### src/rtl/mipsfpga_sevenseg_pkg.sv
// Shared constants for the seven-segment capture block: active-low glyph patterns
// (bit6=a .. bit0=g) and the stability counter width helper.
package mipsfpga_sevenseg_pkg;

  localparam logic [6:0] SEG_0     = 7'b000_0001;
  localparam logic [6:0] SEG_1     = 7'b100_1111;
  localparam logic [6:0] SEG_2     = 7'b001_0010;
  localparam logic [6:0] SEG_3     = 7'b000_0110;
  localparam logic [6:0] SEG_4     = 7'b100_1100;
  localparam logic [6:0] SEG_5     = 7'b010_0100;
  localparam logic [6:0] SEG_6     = 7'b010_0000;
  localparam logic [6:0] SEG_7     = 7'b000_1111;
  localparam logic [6:0] SEG_8     = 7'b000_0000;
  localparam logic [6:0] SEG_9     = 7'b000_1100;
  localparam logic [6:0] SEG_A     = 7'b000_1000;
  localparam logic [6:0] SEG_B     = 7'b110_0000;
  localparam logic [6:0] SEG_C     = 7'b111_0010;
  localparam logic [6:0] SEG_D     = 7'b100_0010;
  localparam logic [6:0] SEG_E     = 7'b011_0000;
  localparam logic [6:0] SEG_F     = 7'b011_1000;
  localparam logic [6:0] SEG_BLANK = 7'b111_1111;

  // Counter must be able to hold the saturation value STABLE_CYCLES itself.
  function automatic int unsigned cnt_width(input int unsigned stable_cycles);
    return $clog2(stable_cycles + 1);
  endfunction

endpackage

### src/rtl/mipsfpga_ahb_sevensegenc.sv
// Combinational inverse of the hex glyph set: segment pattern back to a nibble,
// flagging legal glyphs and the blank pattern.
module mipsfpga_ahb_sevensegenc
  import mipsfpga_sevenseg_pkg::*;
(
  input  logic [6:0] pattern,
  output logic [3:0] nibble,
  output logic       legal,
  output logic       blank
);

  always_comb begin
    nibble = 4'h0;
    legal  = 1'b1;
    blank  = 1'b0;
    case (pattern)
      SEG_0:     nibble = 4'h0;
      SEG_1:     nibble = 4'h1;
      SEG_2:     nibble = 4'h2;
      SEG_3:     nibble = 4'h3;
      SEG_4:     nibble = 4'h4;
      SEG_5:     nibble = 4'h5;
      SEG_6:     nibble = 4'h6;
      SEG_7:     nibble = 4'h7;
      SEG_8:     nibble = 4'h8;
      SEG_9:     nibble = 4'h9;
      SEG_A:     nibble = 4'hA;
      SEG_B:     nibble = 4'hB;
      SEG_C:     nibble = 4'hC;
      SEG_D:     nibble = 4'hD;
      SEG_E:     nibble = 4'hE;
      SEG_F:     nibble = 4'hF;
      SEG_BLANK: begin
        legal = 1'b0;
        blank = 1'b1;
      end
      default:   legal = 1'b0;
    endcase
  end

endmodule

### src/rtl/mipsfpga_ahb_sevensegcap.sv
// Receive-side capture of a multiplexed active-low seven-segment bus.
// Define SEVENSEGCAP_SYNC_EN to add a two-flop input synchronizer (+2 cycles latency).
module mipsfpga_ahb_sevensegcap
  import mipsfpga_sevenseg_pkg::*;
#(
  parameter int unsigned NDIGITS       = 8,
  parameter int unsigned STABLE_CYCLES = 4
) (
  input  logic                   HCLK,
  input  logic                   HRESET,
  input  logic [NDIGITS-1:0]     anodes,
  input  logic [6:0]             segments,
  input  logic                   err_clr,
  output logic [4*NDIGITS-1:0]   digits,
  output logic [NDIGITS-1:0]     digit_valid,
  output logic                   frame_valid,
  output logic                   err
);

  localparam int unsigned CW = cnt_width(STABLE_CYCLES);
  localparam int unsigned SW = NDIGITS + 7;
  localparam logic [CW-1:0] CNT_MAX = CW'(STABLE_CYCLES);
  localparam logic [CW-1:0] CNT_CAP = CW'(STABLE_CYCLES - 1);

  logic [SW-1:0]        in_v;
  logic [SW-1:0]        s_q;
  logic [CW-1:0]        cnt_q, cnt_d;
  logic [4*NDIGITS-1:0] digits_q, digits_d;
  logic [NDIGITS-1:0]   valid_q, valid_d;
  logic [NDIGITS-1:0]   seen_q, seen_d;
  logic                 frame_q, frame_d;
  logic                 err_q, err_d;

`ifdef SEVENSEGCAP_SYNC_EN
  logic [SW-1:0] sync1_q, sync2_q;

  always_ff @(posedge HCLK or posedge HRESET) begin
    if (HRESET) begin
      sync1_q <= '1;
      sync2_q <= '1;
    end else begin
      sync1_q <= {anodes, segments};
      sync2_q <= sync1_q;
    end
  end

  assign in_v = sync2_q;
`else
  assign in_v = {anodes, segments};
`endif

  logic               same;
  logic               capture;
  logic [NDIGITS-1:0] strobe;
  logic               one_hot;
  logic [NDIGITS-1:0] cap_sel;
  logic [3:0]         nibble;
  logic               legal;
  logic               blank;

  assign same    = (in_v == s_q);
  // Fires once per stable interval: the counter passes CNT_CAP exactly once before saturating.
  assign capture = same && (cnt_q == CNT_CAP);
  assign strobe  = ~s_q[SW-1:7];
  assign one_hot = (strobe != '0) && ((strobe & (strobe - NDIGITS'(1))) == '0);
  assign cap_sel = (capture && one_hot) ? strobe : '0;

  mipsfpga_ahb_sevensegenc u_enc (
    .pattern (s_q[6:0]),
    .nibble  (nibble),
    .legal   (legal),
    .blank   (blank)
  );

  always_comb begin
    cnt_d = cnt_q;
    if (!same) begin
      cnt_d = '0;
    end else if (cnt_q != CNT_MAX) begin
      cnt_d = cnt_q + CW'(1);
    end
  end

  always_comb begin
    digits_d = digits_q;
    valid_d  = valid_q;
    err_d    = err_q;
    frame_d  = &seen_q;
    seen_d   = (&seen_q) ? '0 : seen_q;
    for (int i = 0; i < int'(NDIGITS); i++) begin
      if (cap_sel[i]) begin
        digits_d[4*i +: 4] = legal ? nibble : 4'h0;
        valid_d[i]         = legal;
      end
    end
    seen_d = seen_d | cap_sel;
    if (err_clr) begin
      err_d = 1'b0;
    end
    if ((cap_sel != '0) && !legal && !blank) begin
      err_d = 1'b1;
    end
  end

  always_ff @(posedge HCLK or posedge HRESET) begin
    if (HRESET) begin
      s_q      <= '1;
      cnt_q    <= '0;
      digits_q <= '0;
      valid_q  <= '0;
      seen_q   <= '0;
      frame_q  <= 1'b0;
      err_q    <= 1'b0;
    end else begin
      s_q      <= in_v;
      cnt_q    <= cnt_d;
      digits_q <= digits_d;
      valid_q  <= valid_d;
      seen_q   <= seen_d;
      frame_q  <= frame_d;
      err_q    <= err_d;
    end
  end

  assign digits      = digits_q;
  assign digit_valid = valid_q;
  assign frame_valid = frame_q;
  assign err         = err_q;

endmodule

### config.mk
export PLATFORM = sky130hd
export DESIGN_NAME = mipsfpga_ahb_sevensegcap
export DESIGN_NICKNAME = d
export VERILOG_FILES = /design/src/rtl/mipsfpga_sevenseg_pkg.sv /design/src/rtl/mipsfpga_ahb_sevensegenc.sv /design/src/rtl/mipsfpga_ahb_sevensegcap.sv
export SDC_FILE = /design/constraint.sdc
export NUM_CORES = 1
export LEC_CHECK = 0
export ABC_AREA = 1
export BUFFER_PORTS_ARGS = -buffer_cell sky130_fd_sc_hd__buf_4
export CAP_MARGIN = 20
export CORE_AREA = 2 2 62 123
export DETAILED_ROUTE_END_ITERATION = 10
export DIE_AREA = 0 0 64 125
export GPL_ROUTABILITY_DRIVEN = 0
export GPL_TIMING_DRIVEN = 0
export PLACE_DENSITY = 0.75
export SETUP_SLACK_MARGIN = 0.15
export SLEW_MARGIN = 25
export SYNTH_ARGS = -nofsm -noshare
export SYNTH_HDL_FRONTEND = slang
export SYNTH_SLANG_ARGS = --single-unit
### constraint.sdc
create_clock -name HCLK -period 1.7 [get_ports HCLK]
set_input_delay 0.17 -clock HCLK [delete_from_list [all_inputs] [get_ports HCLK]]
set_output_delay 0.17 -clock HCLK [all_outputs]
set_load 0.01 [all_outputs]
---- Word-level counts from Yosys, hierarchy flattened ----
Cells that the tools add are included.
storage, ports and cells
  bits in writable memories ............... 0
  output and inout port bits .............. 42
  bits of input ports ..................... 18
  latch bits .............................. 0
  memories ................................ 0
  ROM bits ................................ 0
  word-level logic and storage cells ...... 70
  flip-flop bits (word level) ............. 68
cells by class
  multiplexer cells ....................... 10
  add/sub/neg operators ................... 2
  reductions and logical operators ........ 14
  $mul .................................... 0
  equality and inequality tests ........... 20
  shifts and indexed selects .............. 0
  divide/modulo/power cells ............... 0
  magnitude comparators ................... 0
  bitwise gates (word level) .............. 3
operators by type and width
  operator                                              count
  one-hot mux 4 bit (15 select lines)                   1
  equality test 7 bit (second input constant)           6
  equality test 7 x 6 -> 1 bit (second input constant)  4
  equality test 7 x 4 -> 1 bit (second input constant)  3
  two-way mux 8 bit                                     2
  nonzero test 8 bit                                    2
  OR reduction 16 bit                                   1
  equality test 15 bit                                  1
  AND 8 bit                                             1
  logical NOT 8 bit                                     1
  NOT 8 bit                                             1
  OR 8 bit                                              1
  AND reduction 8 bit                                   1
  subtractor 8 x 1 -> 8 bit (second input constant)     1
  equality test 7 x 1 -> 1 bit (second input constant)  1
  equality test 7 x 3 -> 1 bit (second input constant)  1
  equality test 7 x 5 -> 1 bit (second input constant)  1
  logical NOT 7 bit                                     1
  two-way mux 3 bit                                     2
  logical AND 1 bit                                     5
  two-way mux 1 bit                                     4
  two-way mux 4 bit                                     1
  adder 3 x 1 -> 3 bit (second input constant)          1
  equality test 3 x 2 -> 1 bit (second input constant)  1
  4 further kinds                                       5

---- Longest topological paths before layout ----
Gate-level depths: netlist of the first run.
  word-level depth ........................ 11
  mapped depth ............................ 12
  mapped depth without buffers ............ 12

---- Modules after synthesis ----
Synthesis of the first run repeated with hierarchy kept, for this count alone.
second synthesis, totals
  cell total of the unflattened synthesis .. 407
  area total of the unflattened synthesis .. 3333.2 um^2
modules (own cells, without submodules)
  module                    times used  cells each  area an instance (um^2)  seq. area each (um^2)
  mipsfpga_ahb_sevensegcap  1           332         3014.1                   1720.4
  mipsfpga_ahb_sevensegenc  1           75          319.1                    0.0

---- Worst setup path after synthesis of the first run ----
Ideal clock, no wire load.
  kind .................................... register -> register
  start ................................... register s_q[5]
  end ..................................... register valid_q[0] (netlist: digit_valid[0])
  slack ................................... 0.021 ns
  library setup time ...................... 0.130 ns
  buffers on the path ..................... 1
  cell stages (with the launch flop) ...... 11
  data arrival time ....................... 1.548 ns
  required time ........................... 1.570 ns
  cells stage by stage .................... dfstp_2 -> buf_2 -> nand2_1 -> nand2_1 -> nand2_1 -> nor2_2 -> nand2_2 -> nor2_8 -> nand3_4 -> nand2_1 -> o21ai_1
on the way
  word-level cells in the longest chain between the ends .. 4
ends and longest elaborated chain
  item                                                         RTL line                         source
  from (decl)                                                  mipsfpga_ahb_sevensegcap.sv:26   logic [SW-1:0] s_q;
  from (signal assigned)                                       mipsfpga_ahb_sevensegcap.sv:115  s_q <= in_v;
  branches (longest 4 deep; another with OR reduction 16 bit)  -
  to (signal assigned)                                         mipsfpga_ahb_sevensegcap.sv:118  valid_q <= valid_d;
  to (decl)                                                    mipsfpga_ahb_sevensegcap.sv:29   logic [NDIGITS-1:0] valid_q, valid_d;
Parallel ways; which one is timed is not known.
A chain may end at the register's enable or synchronous reset.

---- Final worst setup path of the first run ----
  start ................................... register s_q[9]
  end ..................................... register digits_q[0] (netlist: digits[0])
on the way
  word-level cells in the longest chain between the ends .. 7
ends and longest elaborated chain
  item                       RTL line                         source
  NOT 8 bit                  mipsfpga_ahb_sevensegcap.sv:64   assign strobe = ~s_q[SW-1:7];
  subtractor 8 x 1 -> 8 bit  mipsfpga_ahb_sevensegcap.sv:65   assign one_hot = (strobe != '0) && ((strobe & (strobe - NDIGITS'(1))) == '0);
  AND 8 bit                  mipsfpga_ahb_sevensegcap.sv:65
  logical NOT 8 bit          mipsfpga_ahb_sevensegcap.sv:65
  logical AND 1 bit          mipsfpga_ahb_sevensegcap.sv:65
  logical AND 1 bit *        mipsfpga_ahb_sevensegcap.sv:66   assign cap_sel = (capture && one_hot) ? strobe : '0;
  two-way mux 8 bit *        mipsfpga_ahb_sevensegcap.sv:66
  to (signal assigned)       mipsfpga_ahb_sevensegcap.sv:117  digits_q <= digits_d;
  to (decl)                  mipsfpga_ahb_sevensegcap.sv:28   logic [4*NDIGITS-1:0] digits_q, digits_d;
Mark *: on every way between the ends. The rest lies on a longest branch, timed or not.

==> flow_metrics.py, run 1 <==
metrics = {
    "outcome": {
        "status": "finished with violations",
        "violations": "setup timing",
    },
    "setup_path": {
        "critical_path.max_stage_delay_ps": 600,
        "endpoint_kind": "flop",
        "regToRegStartpoint": "s_q[9]",
        "cp-startpoint": "s_q[9]",
        "worstPathArrival_ps": 2150,
        "crit_slowest_cell": "dfstp_2",
        "crit_top_cell": "nand2_1",
        "worstPathCellList": "inv_4, nand2_1, nand2_2, nor2_4, nand3_2, nor2_8, buf_12, nand3_4, inv_2, nand2_1, nand2_1",
        "crit_path_start_kind": "flop",
        "worst-endpoint-required_ps": 1970,
        "crit_fanout": 9,
        "crit_type": "flop to flop",
    },
    "timing": {
        "worst_slew_pin_slew_ps": 587,
        "skew_ps": 7.43,
        "worst_hold_slack_ps": 110,
        "tns_ps": -5760,
        "post-route-period-util_pct": 111,
        "finalHoldViolations": 0,
        "setup_violations": 49,
        "max_freq_ghz": 0.532,
        "grt_setup_unrepaired": "true",
        "slew_headroom_pct": 60.8,
        "final.setup.worst_slack_ps": -179,
        "slew_violations": 0,
        "min_period_ps": 1880,
    },
    "detailed_routing": {
        "drc": 0,
        "met1_length_um": 4100,
        "routedWlPerCell_um": 17.2,
        "drt-initial-drc-count": 260,
        "top_layer": "met4",
        "dr.pass1.iters": 5,
        "routed-wl-met3_um": 634,
        "num_vias": 3623,
        "detail-route-antenna-nets": 0,
        "wl_met2_um": 6410,
        "wl_um": 11700,
        "vias_per_cell": 5.31,
    },
    "synth": {
        "yosys_warnings": 0,
        "synth_area_per_cell_um2": 7.69,
        "syn-num-nets": 476,
        "netlist_instances": 455,
        "syn_area_um2": 3500,
        "synth_top_area_share_pct": 37.9,
        "ys_top_cells_by_area": "dfrtp_1 38%, nand2_1 20%, dfstp_2 11%",
        "synth_cell_type_count": 27,
        "synth-seq-cells": 68,
        "yosysTopAreaCell": "dfrtp_1",
        "ys_seq_area_share_pct": 49.2,
    },
    "clock_tree": {
        "numCtsBuffers": 9,
        "cts_htree_levels": 3,
        "insertion_delay_ps": 340,
        "tritoncts": "done",
        "root_buffer": "clkbuf_16",
        "cts_sinks": 68,
        "clk_pin_slew_ps": 60,
        "clk_path_buf_depth": 2,
    },
    "grt": {
        "first_global_vias": 3456,
        "grt_pass1_wl_um": 16800,
        "grt_max_degree": 28,
        "grtUsageTotal_pct": 27.4,
        "overflow": 0,
        "antenna_found_initial": 0,
    },
    "power_and_ir_drop": {
        "ir_drop_mv": 0.709,
        "power.leakage_nw": 2.79,
        "power_density_nw_per_um2": 762,
    },
    "floorplan": {
        "die_w_um": 64,
        "core_area_um2": 7100,
        "io-pin-count": 60,
        "initial_core_util_pct": 49.3,
        "dieArea_um2": 8000,
        "row_count": 44,
        "fp.dieH_um": 125,
    },
    "layout": {
        "syn_to_final_growth_pct": 57.0,
        "drive_above_1_share_pct": 44.9,
        "final_cell_mix": "159 x nand2_1, 81 x buf_4, 53 x dfrtp_1, 47 x inv_1, 30 x nand2_2",
        "fin_cells": 682,
        "final_area_um2": 5490,
        "diodes": 0,
        "multi_input_area_um2": 1990,
        "layout_commonest_cell": "nand2_1",
        "ff_latch_area_um2": 1720,
        "fillers": 427,
        "nets": 606,
    },
    "placement": {
        "pre_cts_slack_ps": -259,
        "dp_cells": 608,
        "place_area_um2": 4120,
        "dpl.hpwl_um": 5550,
        "portBuffers": 59,
    },
    "min_path": {
        "hold_class": "primary input to flop",
        "min_from": "err_clr",
    },
    "flow_run": {
        "max_cap_violations": 0,
    },
}
Yosys cell counts:
| master | count |
|---|---|
| nor4_1 | 1 |
| nand3_1 | 23 |
| buf_6 | 1 |
| nor3_1 | 2 |
| nor2_4 | 1 |
| nand2_1 | 189 |
| a21o_1 | 1 |
| o21ai_1 | 19 |
| inv_1 | 53 |
| xnor2_1 | 2 |
| o21ai_0 | 4 |
| nor2_2 | 5 |
| clkinv_1 | 6 |
| inv_2 | 20 |
| dfrtp_1 | 53 |
| xor2_1 | 1 |
| a21oi_1 | 4 |
| buf_4 | 1 |
| nand4_1 | 3 |
| buf_2 | 1 |
| dfstp_2 | 15 |
| nor2_1 | 31 |
| nor2_8 | 2 |
| nand3_4 | 9 |
| nand3_2 | 1 |
| ha_1 | 3 |
| nand2_2 | 4 |
cell type report:
class | instances | share of cell area [%]
multi-input cells | 315 | 36.3
flip-flops and latches | 68 | 31.3
repair buffers | 109 | 17.8
inverters | 79 | 5.97
clock buffers | 9 | 4.10
well taps | 92 | 2.10
clock inverters | 7 | 1.80
plain buffers | 3 | 0.615
worst paths after layout:
check | cells after the start | slack, ps | endpoint
worst min register to register | 2 | 480 | digits[5]
worst max register to register | 11 | -180 | digits[0]
max in group asynchronous | 5 | 550 | seen_q[7]
worst min-delay path | 4 | 110 | err
worst max-delay path | 11 | -180 | digits[0]
min in group asynchronous | 3 | 460 | err
state kept, by name (all words and copies together), names as in the netlist:
signal and flops:
digits 32, s_q 15, digit_valid 8, seen_q 8, cnt_q 3, err 1
frame_valid 1
cell families after synthesis:
group           Yosys count  synth area share, %
xor+xnor                  3                0.751
simple gates            271                 35.8
fa+ha+maj                 3                 1.07
compound gates           28                 4.08
buf+inv                  82                 9.16
flops                    68                 49.2
report_power, final:
group	internal, mW	switching (mW)
logic	0.177	0.273
clock network	1.29	0.764
registers	1.65	0.0258
stage by stage:
step           utilization (%)  power (mW)
3_5_place_dp              58.1        1.97
2_1_floorplan                -        1.87
5_1_grt                   77.4        4.28
3_3_place_gp              57.4        1.95
6_report                  77.4        4.19
4_1_cts                   72.4        4.11
timing repair:
item | CTS | global route
setup endpoints to repair | 49 | 52
gates cloned | 11 | 0
resized for setup | 62 | 70
hold endpoints to repair | 23 | 0
hold buffers | 16 | 0
pin swaps | 33 | 30
buffers inserted | 20 | 11
layer usage:
| metal | up-vias | track usage [%] |
|---|---|---|
| li1 | 1662 | - |
| met1 | 1723 | 30.4 |
| met2 | 184 | 48.7 |
| met3 | 54 | 5.22 |
| met4 | 0 | 13.2 |
| met5 | - | 0 |
critical path: cells and delay by family, from the launching register on:
kind | cells | cell delay, ps
DFF | 1 | 600
and+or+nand+nor | 8 | 900
buffers and inverters | 3 | 310
No activity file was read; power rests on OpenSTA's default activity.
==> run 2: changes to the inputs <==
--- a/config.mk
+++ b/config.mk
@@ -13,8 +13,7 @@
 export DIE_AREA = 0 0 64 125
 export GPL_ROUTABILITY_DRIVEN = 0
 export GPL_TIMING_DRIVEN = 0
-export PLACE_DENSITY = 0.75
-export SETUP_SLACK_MARGIN = 0.15
+export PLACE_DENSITY_LB_ADDON = 0.25
 export SLEW_MARGIN = 25
 export SYNTH_ARGS = -nofsm -noshare
 export SYNTH_HDL_FRONTEND = slang
==> run 2 against run 1 <==
  * The run still ends with setup timing left
  * Non-clock buffer count decreased by 13
  * Die area unchanged
  * Clock power decreased by 10%
  * Largest cell class unchanged
==> flow_metrics.py, run 2 (synthesis results as in run 1) <==
metrics = {
    "detailed_routing": {
        "num_vias": 3317,
        "vias_per_cell": 4.96,
        "drt-initial-drc-count": 152,
        "dr.pass1.iters": 4,
        "drc": 0,
        "wl_um": 9590,
        "routedWlPerCell_um": 14.3,
        "detail-route-antenna-nets": 0,
    },
    "placement": {
        "portBuffers": 59,
        "place_area_um2": 4110,
        "pre_cts_slack_ps": -263,
        "dpl.hpwl_um": 5590,
    },
    "clock_tree": {
        "tritoncts": "done",
        "numCtsBuffers": 9,
        "cts_sinks": 68,
        "insertion_delay_ps": 340,
        "cts_htree_levels": 3,
        "clk_pin_slew_ps": 60,
        "root_buffer": "clkbuf_16",
        "clk_path_buf_depth": 2,
    },
    "setup_path": {
        "crit_fanout": 5,
        "reg2reg_depth": 11,
        "regToRegStartpoint": "s_q[10]",
        "crit_type": "flop to flop",
        "worstPathArrival_ps": 2090,
        "cp-startpoint": "s_q[10]",
        "worst-endpoint-required_ps": 1930,
        "reg2reg_slack_ps": -160,
        "crit_path_start_kind": "flop",
        "critPathCapture": "digits[30]",
        "r2r-end": "digits[30]",
        "endpoint_kind": "flop",
    },
    "timing": {
        "post-route-period-util_pct": 109,
        "skew_ps": 7.66,
        "grt_setup_unrepaired": "true",
        "setup_violations": 45,
        "min_period_ps": 1860,
        "final.setup.worst_slack_ps": -161,
        "tns_ps": -3740,
        "finalHoldViolations": 0,
        "slew_violations": 0,
        "worst_slew_pin_slew_ps": 655,
        "worst_hold_slack_ps": 50.9,
        "slew_headroom_pct": 55.9,
        "max_freq_ghz": 0.537,
    },
    "layout": {
        "final_area_um2": 5190,
        "layout_commonest_cell": "nand2_1",
        "drive_above_1_share_pct": 41.4,
        "largest_reg_flops": 32,
        "final_cell_mix": "157 x nand2_1, 72 x buf_4, 53 x dfrtp_1, 46 x inv_1, 33 x nand2_2",
        "diodes": 0,
        "nets": 593,
        "syn_to_final_growth_pct": 48.5,
    },
    "grt": {
        "grtUsageTotal_pct": 22.9,
        "overflow": 0,
        "grt_max_degree": 30,
        "first_global_vias": 3049,
        "antenna_found_initial": 0,
        "grt_pass1_wl_um": 14100,
    },
    "power_and_ir_drop": {
        "power_frac_comb_pct": 9.2,
        "power_frac_clock_pct": 47.6,
        "power.leakage_nw": 2.71,
        "power_frac_seq_pct": 43.2,
        "p_sw_uw": 954,
        "switching_share_pct": 24.6,
        "power.total_mw": 3.88,
        "internal-power_mw": 2.93,
        "ir_drop_mv": 0.586,
        "power_density_nw_per_um2": 748,
    },
    "floorplan": {
        "fp.dieH_um": 125,
        "io-pin-count": 60,
        "core_area_um2": 7100,
        "die_w_um": 64,
        "dieArea_um2": 8000,
        "row_count": 44,
        "initial_core_util_pct": 49.3,
    },
    "outcome": {
        "violations": "setup timing",
        "status": "finished with violations",
    },
    "min_path": {
        "hold_class": "primary input to flop",
    },
    "flow_run": {
        "max_cap_violations": 0,
    },
}
-- run 2: changes by cell type in the layout (fill, tap and decap cells not counted), sizes merged --
cell    before  now
clkinv       8    9
inv         74   73
bufinv       2    1
clkbuf       9   12
buf         96   81
-- run 2: cell type report --
| type | count | area (um^2) |
|---|---|---|
| inverter | 79 | 323 |
| tap | 92 | 115 |
| clock buffer | 10 | 229 |
| multi-input combinational | 315 | 1840 |
| sequential | 68 | 1720 |
| buffer | 2 | 22.5 |
| clock inverter | 6 | 65.1 |
| timing repair buffer | 97 | 881 |
| fill | 513 | 1910 |
-- run 2: critical path, stage by stage, from the launching register on --
cell,delay (ps)
dfstp_2,590
clkinv_4,60
nand2_1,50
nand2_1,50
nor2_2,170
nand2_1,80
nor2_2,140
nand2_4,110
nor2_4,220
nand3_1,120
nand2_1,100
inv_1,50
-- run 2: per-layer routing --
| metal | track usage (%) | wire length [um] | up-vias | part of all wire, % |
|---|---|---|---|---|
| li1 | - | - | 1635 | - |
| met1 | 28.3 | 3810 | 1560 | 40 |
| met2 | 37.4 | 5000 | 98 | 52 |
| met3 | 6.83 | 498 | 24 | 5.2 |
| met4 | 8.18 | 284 | 0 | 3.0 |
| met5 | 0 | 0 | - | 0 |
-- run 2: worst min-delay path by stage --
stage / from / endpoint / slack (ps) / depth (start not counted)
after global placement: segments[0] / s_q[0] / 290 / 1
final: err_clr / err / 50 / 4
after global routing: err_clr / err / 70 / 4
after floorplan: segments[0] / s_q[0] / 170 / 0
after detailed placement: HRESET / frame_valid / 210 / 2
after CTS: err_clr / err / 50 / 4
-- run 2: stage by stage --
stage / util (%) / cells
2_1_floorplan: - / 455
3_3_place_gp: 57.2 / 606
3_5_place_dp: 57.8 / 608
4_1_cts: 66.9 / 649
5_1_grt: 73.2 / 669
6_report: 73.2 / 669
-- run 2: power by group through the flow --
stage / combinational [mW] / clock, mW / sequential [mW]
6_report: 0.358 / 1.85 / 1.68
5_1_grt: 0.399 / 1.93 / 1.68
4_1_cts: 0.311 / 1.86 / 1.68
3_5_place_dp: 0.265 / 0 / 1.70
3_3_place_gp: 0.248 / 0 / 1.70
2_1_floorplan: 0.169 / 0 / 1.70
-- run 2: what timing repair did --
action / CTS / global route
gates cloned: 4 / 8
hold buffers: 16 / 0
setup buffers: 6 / 12
hold endpoints to repair: 30 / 0
setup endpoints to repair: 49 / 49
pin swaps: 12 / 45
resized for setup: 21 / 82
